==> src/rtl/l1_refill_ctrl_if.sv <==
// Bus bundle between the L1 refill controller and its miss source,
// next-level memory, and the tag/data array write ports.
interface l1_refill_ctrl_if #(
    parameter int unsigned ADDR_WIDTH = 32,
    parameter int unsigned DATA_WIDTH = 32,
    parameter int unsigned TAG_WIDTH  = 21
);
    logic                  miss_val;
    logic [ADDR_WIDTH-1:0] miss_addr;
    logic                  miss_rdy;
    logic                  mem_req_val;
    logic [ADDR_WIDTH-1:0] mem_req_addr;
    logic                  mem_req_rdy;
    logic                  mem_resp_val;
    logic [DATA_WIDTH-1:0] mem_resp_data;
    logic                  data_wr_val;
    logic [ADDR_WIDTH-1:0] data_wr_addr;
    logic [DATA_WIDTH-1:0] data_wr_data;
    logic                  tag_wr_val;
    logic [ADDR_WIDTH-1:0] tag_wr_addr;
    logic [TAG_WIDTH-1:0]  tag_wr_data;
    logic                  refill_done;

    // Controller side
    modport master (
        input  miss_val, miss_addr, mem_req_rdy, mem_resp_val, mem_resp_data,
        output miss_rdy, mem_req_val, mem_req_addr, data_wr_val, data_wr_addr,
               data_wr_data, tag_wr_val, tag_wr_addr, tag_wr_data, refill_done
    );

    // Environment side (miss source, memory, arrays)
    modport slave (
        output miss_val, miss_addr, mem_req_rdy, mem_resp_val, mem_resp_data,
        input  miss_rdy, mem_req_val, mem_req_addr, data_wr_val, data_wr_addr,
               data_wr_data, tag_wr_val, tag_wr_addr, tag_wr_data, refill_done
    );
endinterface

==> src/rtl/l1_refill_ctrl.sv <==
// L1 miss-side refill controller: fetches a whole block from next-level
// memory, writes every word into the data array, then commits the tag into
// the round-robin victim way last so a partial line can never hit.
module l1_refill_ctrl #(
    parameter int unsigned ADDR_WIDTH   = 32,
    parameter int unsigned DATA_WIDTH   = 32,
    parameter int unsigned SET_NUMBER   = 8,
    parameter int unsigned BLOCK_NUMBER = 128,
    parameter int unsigned BLOCK_SIZE   = 32
) (
    input logic              clk,
    input logic              rst,
    l1_refill_ctrl_if.master bus
);
    localparam int unsigned INDEX_WIDTH      = $clog2(BLOCK_NUMBER) - $clog2(SET_NUMBER);
    localparam int unsigned BLOCK_NUMBER_LSB = $clog2(BLOCK_SIZE) + 2;
    localparam int unsigned TAG_LSB          = BLOCK_NUMBER_LSB + INDEX_WIDTH;
    localparam int unsigned TAG_WIDTH        = ADDR_WIDTH - TAG_LSB;
    localparam int unsigned WAY_WIDTH        = $clog2(SET_NUMBER);
    localparam int unsigned BEAT_WIDTH       = $clog2(BLOCK_SIZE);
    localparam int unsigned LINE_WIDTH       = ADDR_WIDTH - BLOCK_NUMBER_LSB;

    localparam logic [1:0] IDLE = 2'd0;
    localparam logic [1:0] REQ  = 2'd1;
    localparam logic [1:0] FILL = 2'd2;
    localparam logic [1:0] TAG  = 2'd3;

    logic [1:0]            state, state_next;
    logic [BEAT_WIDTH-1:0] beat, beat_next;
    logic [WAY_WIDTH-1:0]  victim, victim_next;
    logic [LINE_WIDTH-1:0] line, line_next;
    logic [INDEX_WIDTH-1:0] index;
    logic [TAG_WIDTH-1:0]  tag;
    logic [DATA_WIDTH-1:0] resp_word;
    logic                  unused_offset;

    assign index         = line[INDEX_WIDTH-1:0];
    assign tag           = line[LINE_WIDTH-1:INDEX_WIDTH];
    assign resp_word     = bus.mem_resp_data;
    // Byte/word offset of the miss address is irrelevant: whole block is fetched
    assign unused_offset = ^bus.miss_addr[BLOCK_NUMBER_LSB-1:0];

    // Next-state and output decode; all outputs forced low while rst is high
    always_comb begin
        state_next       = state;
        beat_next        = beat;
        victim_next      = victim;
        line_next        = line;
        bus.miss_rdy     = 1'b0;
        bus.mem_req_val  = 1'b0;
        bus.mem_req_addr = '0;
        bus.data_wr_val  = 1'b0;
        bus.data_wr_addr = '0;
        bus.data_wr_data = '0;
        bus.tag_wr_val   = 1'b0;
        bus.tag_wr_addr  = '0;
        bus.tag_wr_data  = '0;
        bus.refill_done  = 1'b0;

        case (state)
            IDLE: begin
                bus.miss_rdy = 1'b1;
                if (bus.miss_val) begin
                    line_next  = bus.miss_addr[ADDR_WIDTH-1:BLOCK_NUMBER_LSB];
                    state_next = REQ;
                end
            end
            REQ: begin
                bus.mem_req_val  = 1'b1;
                bus.mem_req_addr = {line, {BLOCK_NUMBER_LSB{1'b0}}};
                if (bus.mem_req_rdy) begin
                    beat_next  = '0;
                    state_next = FILL;
                end
            end
            FILL: begin
                bus.data_wr_val  = bus.mem_resp_val;
                bus.data_wr_data = resp_word;
                bus.data_wr_addr = ADDR_WIDTH'({victim, index, beat, 2'b00});
                if (bus.mem_resp_val) begin
                    beat_next = beat + BEAT_WIDTH'(1);
                    if (beat == BEAT_WIDTH'(BLOCK_SIZE - 1)) begin
                        state_next = TAG;
                    end
                end
            end
            TAG: begin
                bus.tag_wr_val  = 1'b1;
                bus.refill_done = 1'b1;
                bus.tag_wr_data = tag;
                bus.tag_wr_addr = ADDR_WIDTH'({victim, index, {BLOCK_NUMBER_LSB{1'b0}}});
                victim_next     = victim + WAY_WIDTH'(1);
                state_next      = IDLE;
            end
            default: state_next = IDLE;
        endcase

        if (rst) begin
            bus.miss_rdy     = 1'b0;
            bus.mem_req_val  = 1'b0;
            bus.mem_req_addr = '0;
            bus.data_wr_val  = 1'b0;
            bus.data_wr_addr = '0;
            bus.data_wr_data = '0;
            bus.tag_wr_val   = 1'b0;
            bus.tag_wr_addr  = '0;
            bus.tag_wr_data  = '0;
            bus.refill_done  = 1'b0;
        end
    end

    // State, beat counter, victim pointer and captured line address
    always_ff @(posedge clk) begin
        if (rst) begin
            state  <= IDLE;
            beat   <= '0;
            victim <= '0;
            line   <= '0;
        end else begin
            state  <= state_next;
            beat   <= beat_next;
            victim <= victim_next;
            line   <= line_next;
        end
    end
endmodule

==> src/flat_wrapper.sv <==
// flat-port wrapper written by rule: the top's interface ports become plain ports
module l1_refill_ctrl_flat 
#(
    parameter int unsigned ADDR_WIDTH   = 32,
    parameter int unsigned DATA_WIDTH   = 32,
    parameter int unsigned SET_NUMBER   = 8,
    parameter int unsigned BLOCK_NUMBER = 128,
    parameter int unsigned BLOCK_SIZE   = 32
)
  (clk, rst, bus_miss_val, bus_miss_addr, bus_mem_req_rdy, bus_mem_resp_val, bus_mem_resp_data, bus_miss_rdy, bus_mem_req_val, bus_mem_req_addr, bus_data_wr_val, bus_data_wr_addr, bus_data_wr_data, bus_tag_wr_val, bus_tag_wr_addr, bus_tag_wr_data, bus_refill_done);
  l1_refill_ctrl_if #(.ADDR_WIDTH(ADDR_WIDTH), .DATA_WIDTH(DATA_WIDTH), .TAG_WIDTH((ADDR_WIDTH - $clog2((BLOCK_SIZE * 4) * (BLOCK_NUMBER / SET_NUMBER))))) bus_i ();
  input logic clk;
  input logic rst;
  input wire logic [$bits(bus_i.miss_val)-1:0] bus_miss_val;
  input wire logic [$bits(bus_i.miss_addr)-1:0] bus_miss_addr;
  input wire logic [$bits(bus_i.mem_req_rdy)-1:0] bus_mem_req_rdy;
  input wire logic [$bits(bus_i.mem_resp_val)-1:0] bus_mem_resp_val;
  input wire logic [$bits(bus_i.mem_resp_data)-1:0] bus_mem_resp_data;
  output wire logic [$bits(bus_i.miss_rdy)-1:0] bus_miss_rdy;
  output wire logic [$bits(bus_i.mem_req_val)-1:0] bus_mem_req_val;
  output wire logic [$bits(bus_i.mem_req_addr)-1:0] bus_mem_req_addr;
  output wire logic [$bits(bus_i.data_wr_val)-1:0] bus_data_wr_val;
  output wire logic [$bits(bus_i.data_wr_addr)-1:0] bus_data_wr_addr;
  output wire logic [$bits(bus_i.data_wr_data)-1:0] bus_data_wr_data;
  output wire logic [$bits(bus_i.tag_wr_val)-1:0] bus_tag_wr_val;
  output wire logic [$bits(bus_i.tag_wr_addr)-1:0] bus_tag_wr_addr;
  output wire logic [$bits(bus_i.tag_wr_data)-1:0] bus_tag_wr_data;
  output wire logic [$bits(bus_i.refill_done)-1:0] bus_refill_done;
  assign bus_i.miss_val = bus_miss_val;
  assign bus_i.miss_addr = bus_miss_addr;
  assign bus_i.mem_req_rdy = bus_mem_req_rdy;
  assign bus_i.mem_resp_val = bus_mem_resp_val;
  assign bus_i.mem_resp_data = bus_mem_resp_data;
  assign bus_miss_rdy = bus_i.miss_rdy;
  assign bus_mem_req_val = bus_i.mem_req_val;
  assign bus_mem_req_addr = bus_i.mem_req_addr;
  assign bus_data_wr_val = bus_i.data_wr_val;
  assign bus_data_wr_addr = bus_i.data_wr_addr;
  assign bus_data_wr_data = bus_i.data_wr_data;
  assign bus_tag_wr_val = bus_i.tag_wr_val;
  assign bus_tag_wr_addr = bus_i.tag_wr_addr;
  assign bus_tag_wr_data = bus_i.tag_wr_data;
  assign bus_refill_done = bus_i.refill_done;
  l1_refill_ctrl #(.ADDR_WIDTH(ADDR_WIDTH), .DATA_WIDTH(DATA_WIDTH), .SET_NUMBER(SET_NUMBER), .BLOCK_NUMBER(BLOCK_NUMBER), .BLOCK_SIZE(BLOCK_SIZE)) u_core (.clk(clk), .rst(rst), .bus(bus_i));
endmodule
==> config.mk <==
export PLATFORM = sky130hd
export DESIGN_NAME = l1_refill_ctrl_flat
export DESIGN_NICKNAME = d
export VERILOG_FILES = /design/src/rtl/l1_refill_ctrl_if.sv /design/src/rtl/l1_refill_ctrl.sv /design/src/flat_wrapper.sv
export SDC_FILE = /design/constraint.sdc
export NUM_CORES = 1
export LEC_CHECK = 0
export BUFFER_PORTS_ARGS = -buffer_cell sky130_fd_sc_hd__buf_2
export CAP_MARGIN = 25
export CORE_ASPECT_RATIO = 1.4
export CORE_MARGIN = 2
export CORE_UTILIZATION = 28
export DETAILED_ROUTE_END_ITERATION = 8
export PLACE_DENSITY = 0.69
export RECOVER_POWER = 25
export SLEW_MARGIN = 20
export SYNTH_ARGS = -nofsm -noshare
export SYNTH_HDL_FRONTEND = slang
export SYNTH_SLANG_ARGS = --single-unit
==> constraint.sdc <==
create_clock -name clk -period 1.66 [get_ports clk]
set_input_delay 0 -clock clk [delete_from_list [all_inputs] [get_ports clk]]
set_output_delay 0 -clock clk [all_outputs]
set_load 0.01 [all_outputs]
==> results.tsv <==
metric	value	unit
status	finished, final reports clean	
core_area	0.00893	sq mm
endpoint_kind	output pin	
dp_hpwl	5.59	mm
synth_edf_count	0	
cts_root_buffer	clkbuf_16	
fin_util	41.7	%
grt.overflow.total	0	
drc	0	
clkSlewWorstSetupHoldPaths	0.05	ns
netlist_area	0.00254	sq mm
port_buffers	163	
peakVddDrop	440	uV
grt_max_degree	29	
synthArstFlopShare	0	%
tightest_slew	0.528	ns
setup_viol	0	
route.met3.wl	635	um
grt_pass1_wl	10.7	mm
worst_path_largest_cell_delay	0.41	ns
cp_top_family	flip-flops	
power.static_leakage	0.00205	uW
cts.sinks	35	
clock_path_buffers	2	
ioPinCount	223	
die_x	84.4	um
drive_gt1_share	36.9	%
grt_setup_unrepaired	false	
htreeDepth	2	
synth_cell_types	33	
timing.final.crit_share	95.9	%
hold_viol	0	
finalWirelength	7.25	mm
slowest_stage	dfxtp_2	
drtIter0Drc	61	
wl_met2	4.02	mm
tritoncts	yes	
track_usage	13.5	%
nets	594	
gp_congestion	0.790	
syn2layout_area_growth	46.6	%
clk_latency	0.28	ns
row_count	41	
required	1.66	ns
ys_seq_elements	35	
syn_inst	332	
critical_path_arrival	1.59	ns
start_util	28.4	%
drv_slew	0	
ys_seq_area_share	27.6	%
drv_cap	0	
post_cts_buffers	0	
grt_pass1_vias	2307	
num_vias	2661	
period_needed	1.59	ns
antenna_cells	0	
dr.pass1.iters	4	
highest_layer	met4	
cp_cell_sequence	inv_2 > ha_4 > nor2b_4 > buf_12 > and2_1 > buf_2	
synth_warnings	0	
fin_area	0.00372	sq mm
cp_num_buf_inv	3	
cts_buffers	5	
synthFlopType	dfxtp_1	
die_area	0.00985	sq mm
max_slew_margin	64.8	%
path_class	reg2out	
path_max_fanout	28	
via_per_inst	4.26	
avgRoutedWirePerCell	11.6	um
tns	0	ns
antenna_left	0	
grt_antenna_before_repair	0	
clock_skew	0.00734	ns
dpl_cell_area	0.00326	sq mm
fmax	0.628	GHz
dieHeight	117	um
holdCritPathClass	in2reg	
syn_area_per_cell	7.64	sq um
power_density	930	mW/mm^2
cp-start-kind	flop	
drt-met1-wl	2.55	mm
[area by class of cell]
class	instances	area, sq um
Clock inverter	1	5.00
Clock buffer	6	139
Sequential cell	35	703
Multi-Input combinational cell	273	1550
Tap cell	107	134
Timing Repair Buffer	199	1170
Fill cell	900	5210
Inverter	3	11.3
[registers in the layout, summed over array words and instances, names as in the netlist]
name and count:
u_core.state 2, u_core.beat 5, u_core.victim 3, u_core.line 25
[stage by stage]
| stage | setup WS [ns] | power [uW] | cells | hold WS [ns] |
|---|---|---|---|---|
| 2_1_floorplan | 0.181 | 2070 | 383 | 0.136 |
| 3_3_place_gp | 0.123 | 2390 | 592 | 0.241 |
| 3_5_place_dp | 0.108 | 2430 | 592 | 0.247 |
| 4_1_cts | -0.0122 | 3430 | 624 | 0.117 |
| 5_1_grt | 0.000868 | 3720 | 624 | 0.147 |
| 6_report | 0.0687 | 3460 | 624 | 0.123 |
[cell usage in the layout (no fill, tap or decap), types with 2 or more instances in the layout]
cell type / synthesis / final
a22o_1: 2 / 2
conb_1: 1 / 52
buf_2: 6 / 162
dfxtp_2: 0 / 2
inv_1: 3 / 2
a21oi_1: 26 / 26
nor2b_1: 2 / 2
dlygate4sd3_1: 0 / 25
mux2i_1: 3 / 3
nor2b_4: 1 / 3
a31oi_1: 2 / 2
buf_4: 60 / 6
and3_1: 3 / 3
clkbuf_16: 0 / 5
nand2_1: 54 / 54
buf_6: 1 / 4
dfxtp_1: 35 / 33
ha_1: 8 / 5
and2_1: 99 / 99
nand2b_1: 3 / 3
nor2_1: 4 / 4
ha_4: 0 / 3
[path summary, 6_finish.rpt]
check | slack (ns) | endpoint | start | cells past startpoint
max | 0.07 | bus_data_wr_data[25] | u_core.state[0] | 6
min | 0.12 | u_core.beat[0] | bus_mem_resp_val | 3
max reg2reg | 0.09 | u_core.state[1] | u_core.beat[0] | 6
min reg2reg | 0.46 | u_core.line[14] | u_core.line[14] | 2
[logic make-up after synthesis]
logic type	synth area share, %
adders and majority gates	3.95
other	0.148
AOI/OAI and AO/OA	9.13
DFF	27.6
xor gates and xnor gates	0.691
and+or+nand+nor	36.7
muxes	1.18
buffers and inverters	20.6
[routing by layer]
layer / vias up / global-route usage (%)
met4: 0 / 4.13
li1: 1304 / -
met1: 1216 / 13.6
met5: - / 0
met3: 6 / 3.11
met2: 135 / 27.2
[cell usage after synthesis (2+ instances only)]
cell	instances	area share (%)
and2_1	99	24
buf_4	60	18
inv_1	3	0.44
a31oi_1	2	0.49
buf_2	6	1.2
nand2_1	54	8.0
a22o_1	2	0.69
and3_1	3	0.74
nor2_1	4	0.59
mux2i_1	3	1.2
nor2b_1	2	0.49
nor2b_2	2	0.69
clkbuf_1	4	0.59
dfxtp_1	35	28
a21oi_1	26	5.1
ha_1	8	3.9
nand2b_1	3	0.74
[power by group]
| group | total [uW] | internal [uW] | switching, uW |
|---|---|---|---|
| logic | 1410 | 629 | 784 |
| clock network | 922 | 585 | 337 |
| registers | 1120 | 994 | 129 |
| total | 3460 | 2210 | 1250 |
[worst reg2reg max path, stage by stage (launching register included)]
cell	delay, ns
dfxtp_1	0.33
ha_1	0.23
and3_1	0.19
ha_1	0.18
a21bo_2	0.23
a31o_1	0.22
a21oi_2	0.12
[repair_timing]
action / 4_1_cts / 5_1_grt
endpoints found under the setup margin: 56 / 95
hold buffers: 25 / 0
gates resized for setup: 4 / 11
hold endpoints to repair: 25 / 0
(Power assumes the default switching activity.)
